===== config.mk =====
export PLATFORM = sky130hd
export DESIGN_NAME = rc522_cmd_sequencer_flat
export DESIGN_NICKNAME = d
export VERILOG_FILES = /design/src/rtl/rc522_cmd_sequencer_if.sv /design/src/rtl/rc522_cmd_sequencer.sv /design/src/flat_wrapper.sv
export SDC_FILE = /design/constraint.sdc
export NUM_CORES = 1
export LEC_CHECK = 0
export CAP_MARGIN = 20
export CELL_PAD_IN_SITES_DETAIL_PLACEMENT = 1
export CELL_PAD_IN_SITES_GLOBAL_PLACEMENT = 1
export CORE_UTILIZATION = 45
export CTS_BUF_LIST = sky130_fd_sc_hd__clkbuf_4
export DETAILED_ROUTE_END_ITERATION = 8
export PLACE_DENSITY = 0.86
export SLEW_MARGIN = 10
export SYNTH_ARGS = -nofsm -noshare
export SYNTH_HDL_FRONTEND = slang
export SYNTH_SLANG_ARGS = --single-unit

===== constraint.sdc =====
create_clock -name clk -period 3.67 [get_ports clk]
set_input_delay 0.734 -clock clk [delete_from_list [all_inputs] [get_ports clk]]
set_output_delay 0.734 -clock clk [all_outputs]
set_load 0.05 [all_outputs]

===== src/rtl/rc522_cmd_sequencer_if.sv =====
// Byte handshake between the RC522 command sequencer and the SPI byte master.
//   master : sequencer side (drives spi_start/spi_tx/spi_hold, receives spi_done/spi_rx)
//   slave  : SPI byte master side
// spi_start  1-cycle request to shift spi_tx out
// spi_tx     byte to send, held stable until spi_done
// spi_hold   keep chip-select asserted between the address and data bytes
// spi_done   1-cycle completion pulse, spi_rx valid alongside it
// spi_rx     byte shifted in during the transfer
interface rc522_cmd_sequencer_if;
  logic       spi_start;
  logic [7:0] spi_tx;
  logic       spi_hold;
  logic       spi_done;
  logic [7:0] spi_rx;

  modport master (
    output spi_start, spi_tx, spi_hold,
    input  spi_done, spi_rx
  );

  modport slave (
    input  spi_start, spi_tx, spi_hold,
    output spi_done, spi_rx
  );
endinterface


===== src/rtl/rc522_cmd_sequencer.sv =====
// Purpose : walks a command table and turns each entry into RC522 register
//           writes/reads (address byte + data byte) or a timed delay.
// Latency : 2 clk fetch/decode + 2 SPI bytes + 1 clk per access entry; WAIT
//           entries take data*WAIT_UNIT clk (min 1).
// Backpr. : each byte waits on spi_done; no spi_done within TIMEOUT clk of
//           spi_start aborts the run with a sticky error.
// Ports   : clk/rst, start+base_addr (run request), tbl_addr/tbl_data
//           (synchronous table read, 1 clk latency), spi (byte handshake),
//           rd_valid/rd_addr/rd_data (read results), busy/done/error (status).
module rc522_cmd_sequencer #(
  parameter int TBL_AW    = 5,
  parameter int TIMEOUT   = 1024,
  parameter int WAIT_UNIT = 1000
) (
  input  logic                  clk,
  input  logic                  rst,
  input  logic                  start,
  input  logic [TBL_AW-1:0]     base_addr,
  output logic [TBL_AW-1:0]     tbl_addr,
  input  logic [15:0]           tbl_data,
  rc522_cmd_sequencer_if.master spi,
  output logic                  rd_valid,
  output logic [5:0]            rd_addr,
  output logic [7:0]            rd_data,
  output logic                  busy,
  output logic                  done,
  output logic                  error
);

  localparam int TW = $clog2(TIMEOUT + 1);
  localparam int DW = $clog2(255 * WAIT_UNIT + 1);
  localparam logic [TW-1:0] TMO_LAST = TW'(TIMEOUT - 1);

  localparam logic [1:0] OP_WRITE = 2'b00;
  localparam logic [1:0] OP_READ  = 2'b01;
  localparam logic [1:0] OP_WAIT  = 2'b10;

  typedef enum logic [3:0] {
    S_IDLE, S_FETCH, S_DECODE, S_ADDR_TX, S_ADDR_WT,
    S_DATA_TX, S_DATA_WT, S_NEXT, S_DELAY, S_DONE
  } state_t;

  state_t          state;
  logic            is_rd;
  logic [5:0]      ent_addr;
  logic [7:0]      ent_data;
  logic [TW-1:0]   tmo_cnt;
  logic [DW-1:0]   dly_cnt;

  // tbl_addr doubles as the table pointer: it is already registered and the
  // table returns the entry one clock after it settles in FETCH.
  always_ff @(posedge clk or posedge rst) begin
    if (rst) begin
      state         <= S_IDLE;
      tbl_addr      <= '0;
      is_rd         <= 1'b0;
      ent_addr      <= '0;
      ent_data      <= '0;
      tmo_cnt       <= '0;
      dly_cnt       <= '0;
      spi.spi_start <= 1'b0;
      spi.spi_tx    <= '0;
      spi.spi_hold  <= 1'b0;
      rd_valid      <= 1'b0;
      rd_addr       <= '0;
      rd_data       <= '0;
      busy          <= 1'b0;
      done          <= 1'b0;
      error         <= 1'b0;
    end else begin
      spi.spi_start <= 1'b0;
      rd_valid      <= 1'b0;
      done          <= 1'b0;

      case (state)
        S_IDLE: begin
          if (start) begin
            tbl_addr <= base_addr;
            busy     <= 1'b1;
            error    <= 1'b0;
            state    <= S_FETCH;
          end
        end

        S_FETCH: state <= S_DECODE;

        S_DECODE: begin
          is_rd    <= (tbl_data[15:14] == OP_READ);
          ent_addr <= tbl_data[13:8];
          ent_data <= tbl_data[7:0];
          case (tbl_data[15:14])
            OP_WRITE, OP_READ: begin
              // Address byte: bit7 = read flag, bits6:1 = register, bit0 = 0.
              spi.spi_start <= 1'b1;
              spi.spi_tx    <= {tbl_data[14], tbl_data[13:8], 1'b0};
              spi.spi_hold  <= 1'b1;
              state         <= S_ADDR_TX;
            end
            OP_WAIT: begin
              dly_cnt <= (tbl_data[7:0] == 8'd0) ? DW'(1)
                                                 : DW'(tbl_data[7:0]) * DW'(WAIT_UNIT);
              state   <= S_DELAY;
            end
            default: begin
              busy  <= 1'b0;
              done  <= 1'b1;
              state <= S_DONE;
            end
          endcase
        end

        // tmo_cnt holds the number of clocks elapsed since the last spi_start.
        S_ADDR_TX: begin
          tmo_cnt <= TW'(1);
          state   <= S_ADDR_WT;
        end

        S_DATA_TX: begin
          tmo_cnt <= TW'(1);
          state   <= S_DATA_WT;
        end

        S_ADDR_WT, S_DATA_WT: begin
          if (spi.spi_done) begin
            if (state == S_ADDR_WT) begin
              // A read clocks out a dummy byte while the register value comes back.
              spi.spi_start <= 1'b1;
              spi.spi_tx    <= is_rd ? 8'h00 : ent_data;
              state         <= S_DATA_TX;
            end else begin
              spi.spi_hold <= 1'b0;
              if (is_rd) begin
                rd_valid <= 1'b1;
                rd_addr  <= ent_addr;
                rd_data  <= spi.spi_rx;
              end
              state <= S_NEXT;
            end
          end else if (tmo_cnt == TMO_LAST) begin
            // Error becomes visible exactly TIMEOUT clocks after spi_start.
            error        <= 1'b1;
            busy         <= 1'b0;
            spi.spi_hold <= 1'b0;
            state        <= S_IDLE;
          end else begin
            tmo_cnt <= tmo_cnt + TW'(1);
          end
        end

        S_DELAY: begin
          if (dly_cnt <= DW'(1)) state <= S_NEXT;
          else                   dly_cnt <= dly_cnt - DW'(1);
        end

        // Pointer wraps naturally at 2**TBL_AW; a table with no END keeps running.
        S_NEXT: begin
          tbl_addr <= tbl_addr + TBL_AW'(1);
          state    <= S_FETCH;
        end

        // start is deliberately not looked at here, so a start coinciding with
        // the done pulse is dropped.
        S_DONE:  state <= S_IDLE;

        default: state <= S_IDLE;
      endcase
    end
  end

endmodule

===== src/flat_wrapper.sv =====
// flat-port wrapper written by rule: the top's interface ports become plain ports
module rc522_cmd_sequencer_flat 
#(
  parameter int TBL_AW    = 5,
  parameter int TIMEOUT   = 1024,
  parameter int WAIT_UNIT = 1000
)
  (clk, rst, start, base_addr, tbl_addr, tbl_data, rd_valid, rd_addr, rd_data, busy, done, error, spi_spi_start, spi_spi_tx, spi_spi_hold, spi_spi_done, spi_spi_rx);
  rc522_cmd_sequencer_if spi_i ();
  input  logic clk;
  input  logic rst;
  input  logic start;
  input  logic [TBL_AW-1:0] base_addr;
  output logic [TBL_AW-1:0] tbl_addr;
  input  logic [15:0] tbl_data;
  output logic rd_valid;
  output logic [5:0] rd_addr;
  output logic [7:0] rd_data;
  output logic busy;
  output logic done;
  output logic error;
  output wire logic [$bits(spi_i.spi_start)-1:0] spi_spi_start;
  output wire logic [$bits(spi_i.spi_tx)-1:0] spi_spi_tx;
  output wire logic [$bits(spi_i.spi_hold)-1:0] spi_spi_hold;
  input wire logic [$bits(spi_i.spi_done)-1:0] spi_spi_done;
  input wire logic [$bits(spi_i.spi_rx)-1:0] spi_spi_rx;
  assign spi_spi_start = spi_i.spi_start;
  assign spi_spi_tx = spi_i.spi_tx;
  assign spi_spi_hold = spi_i.spi_hold;
  assign spi_i.spi_done = spi_spi_done;
  assign spi_i.spi_rx = spi_spi_rx;
  rc522_cmd_sequencer #(.TBL_AW(TBL_AW), .TIMEOUT(TIMEOUT), .WAIT_UNIT(WAIT_UNIT)) u_core (.clk(clk), .rst(rst), .start(start), .base_addr(base_addr), .tbl_addr(tbl_addr), .tbl_data(tbl_data), .spi(spi_i), .rd_valid(rd_valid), .rd_addr(rd_addr), .rd_data(rd_data), .busy(busy), .done(done), .error(error));
endmodule

==> flow_metrics.tcl <==
set metrics [dict create \
    setup_viol 6 \
    ioPinCount 66 \
    netlist_area_mm2 0.005419 \
    path_clk_slew_ns 0.13 \
    fmax_ghz 0.2585 \
    drv_slew 0 \
    yosys.area.top_type "dfrtp_1" \
    die_h_um 111.7 \
    top_layer "met4" \
    timing.critical_path.mode_cell "fa_1" \
    grt_pass1_wl_um 25320 \
    place_congestion 0.8448 \
    firstDrtPassIters 6 \
    worstSkewPairLatency_ns 0.46 \
    p_switching_mw 2.723 \
    slowest_delay_ns 0.55 \
    netlist.area_leader.share_pct 37.40 \
    areaGrowthSynthToFinish_pct 28.08 \
    async_reset_ff_share_pct 100.0 \
    dr_total_vias 4682 \
    holdWs_ns 0.4935 \
    post-route-drc-count 6 \
    synth_edf_count 0 \
    mostFrequentLayoutCells "dfrtp_1, nand2_1, clkdlybuf4s50_1" \
    fin_ws_ns -0.1982 \
    avgSynthCellArea_um2 9.591 \
    drive_above_1_share_pct 20.83 \
    gr-total-overflow 0 \
    p_sw_share_pct 47.31 \
    cts_tree "built" \
    final_common_cell "dfrtp_1" \
    path_buf_inv 4 \
    crit_fanout 3 \
    post_drt_wl_per_cell_um 18.95 \
    wl_um 15540 \
    wl_met3_um 548 \
    n_antenna_cell 0 \
    coreArea_mm2 0.01156 \
    comb_power_share_pct 62.0 \
    rows 39 \
    yosys_warnings 0 \
    htreeDepth 3 \
    hold_violations 0 \
    yosysSeqAreaShare_pct 37.40 \
    ys_ff_latch 81 \
    worstSetupEndpointType "flip-flop" \
    wl_met1_um 6261 \
    synth_cell_type_count 58 \
    powerDensity_mw_per_mm2 829.2 \
    crit_type "in2reg" \
    setup_tns_ns -0.9606 \
    track_usage_pct 25.89 \
    io_buffers 65 \
    fp.dieArea_mm2 0.01248 \
    leakage_nw 3.182 \
    layout.nets 773 \
    critPathTopFamily "adder cells" \
    grt_start_max_net_pins 49 \
    dpl.hpwl_um 11390 \
    clkPwrFrac_pct 10.5 \
    initial_core_util_pct 46.86 \
    cap_violations 0 \
    ys.flop_type "dfrtp_1" \
    start_kind "input pin" \
    die_w_um 111.7 \
    arrival_ns 4.22 \
    skew_ns 0.01300 \
    p_int_mw 3.032 \
    hp-class "reg2reg" \
    slowest_stage "fa_1" \
    antenna_found_initial 0 \
    root_buffer "clkbuf_4" \
    numCtsBuffers 9 \
    synth_cells 565 \
    rsz0062_at_grt "true" \
    synth.area.top_cells "dfrtp_1, ha_1, fa_1" \
    post-place-ws_ns -1.224 \
    required_ns 4.02 \
    fin_util_pct 60.01 \
    p_seq_share_pct 27.5 \
    ant_nets 0 \
    violations "DRC, setup timing" \
    viasPerCell 5.710 \
    period_share_pct 105.4 \
    route.met2.wl_um 8373 \
    worst_pin_slew_ns 0.7730 \
    max_slew_margin_pct 48.41 \
    cts_max_path_buffers 2 \
    grt_pass1_vias 5057 \
    status "complete, but fails checks" \
    fin_crit_ns 3.868 \
    vdd_drop_max_uv 312.3 \
    crit_chain "buf_6 > buf_6 > fa_1 > inv_2 > fa_1 > fa_1 > fa_1 > inv_2 > ha_4 > o21ai_2 > a21oi_2 > o21ai_2 > o21ai_1 > xor2_1 > a221o_1" \
    cts.sinks 81 \
    synth_nets 665 \
    drt_iter0_drc 251 \
]
[final cells by class]
| type | instances | area, um^2 |
|---|---|---|
| fillers | 1301 | 4624 |
| clock buffers | 9 | 67.56 |
| inverters | 51 | 195.2 |
| repair buffers | 120 | 1092 |
| clock inverters | 6 | 83.83 |
| multi-input cells | 410 | 3296 |
| well taps | 143 | 178.9 |
| flip-flops and latches | 81 | 2027 |
[worst min-delay path: cells and delay by family (launching register included)]
| family | cells | cell delay, ns |
|---|---|---|
| flip-flops | 1 | 0.36 |
| AO/OA/AOI/OAI | 1 | 0.06 |
| AND/OR/NAND/NOR | 1 | 0.04 |
[state kept, by name, indices dropped and copies added (netlist names), 4 cells and up]
name               cells
u_core.rd_data         8
u_core.spi.spi_tx      8
u_core.rd_addr         6
u_core.tmo_cnt        11
u_core.tbl_addr        5
u_core.ent_addr        6
u_core.dly_cnt        18
u_core.ent_data        8
u_core.state           4
[final timing paths]
check                                                  from                          endpoint  cells after the start  slack (ns)
setup / recovery                                tbl_data[3]    u_core.dly_cnt[16]$_DFFE_PP0P_                     15       -0.20
hold / removal             u_core.spi.spi_tx[4]$_DFFE_PP0P_  u_core.spi.spi_tx[4]$_DFFE_PP0P_                      2        0.49
setup reg to reg                u_core.state[0]$_DFFE_PP0P_     u_core.tmo_cnt[6]$_DFFE_PP0P_                      6        0.94
hold reg to reg            u_core.spi.spi_tx[4]$_DFFE_PP0P_  u_core.spi.spi_tx[4]$_DFFE_PP0P_                      2        0.49
max in group asynchronous                               rst       u_core.state[3]$_DFFE_PP0P_                      3        2.36
min in group asynchronous                               rst   u_core.spi.spi_hold$_DFFE_PP0P_                      2        0.64
[power groups by stage]
stage	Clock [mW]	Combinational [mW]	Sequential [mW]
5_1_grt	0.643	3.86	1.64
3_5_place_dp	0	3.24	1.59
3_3_place_gp	0	3.07	1.57
6_report	0.604	3.57	1.58
4_1_cts	0.608	3.43	1.58
2_1_floorplan	0	1.77	1.96
[synthesized netlist by cell type (4+ instances only)]
| library cell | number |
|---|---|
| o211ai_1 | 4 |
| o21ai_1 | 24 |
| nor4_4 | 4 |
| nand2_1 | 67 |
| o21ai_0 | 33 |
| fa_1 | 21 |
| xor2_1 | 9 |
| nand4_1 | 7 |
| mux2_2 | 15 |
| clkbuf_1 | 10 |
| dfrtp_1 | 81 |
| ha_1 | 46 |
| nor3b_1 | 9 |
| nor2b_1 | 4 |
| a21oi_1 | 36 |
| xnor2_1 | 10 |
| inv_1 | 51 |
| nor3_1 | 8 |
| buf_2 | 8 |
| nand2b_1 | 5 |
| a32oi_1 | 4 |
| nand3_1 | 10 |
| and2_1 | 4 |
| a31oi_1 | 7 |
| nor2_1 | 34 |
[metal layers]
| metal | global-route usage [%] | vias up |
|---|---|---|
| met5 | 0 | - |
| met4 | 9.820 | 0 |
| met3 | 4.083 | 29 |
| met2 | 47.12 | 97 |
| met1 | 30.58 | 2386 |
| li1 | - | 2170 |
[per-stage QoR]
step	area, um^2	instances	power (mW)
floorplan	5472	565	3.731
global placement	6568	799	4.632
detailed placement	6568	799	4.831
CTS	6859	820	5.616
global route	6940	820	6.141
finish	6940	820	5.755
[timing repair]
| item | 4_1_cts | 5_1_grt |
|---|---|---|
| setup buffers | 6 | 2 |
| endpoints found under the setup margin | 10 | 8 |
| pin swaps | 15 | 22 |
| hold buffers | 0 | 0 |
| resized for setup | 42 | 25 |
[cell families (layout without fill, tap and decap cells)]
group | count (synthesis) | after routing | synth area share [%]
and+or+nand+nor | 169 | 169 | 16.69
buffers and inverters | 74 | 186 | 5.657
adders and majority gates | 67 | 67 | 18.38
AOI/OAI and AO/OA | 138 | 138 | 15.29
xor gates and xnor gates | 19 | 19 | 3.071
DFF | 81 | 81 | 37.40
muxes | 17 | 17 | 3.510
No activity file was read; power rests on OpenSTA's default activity.
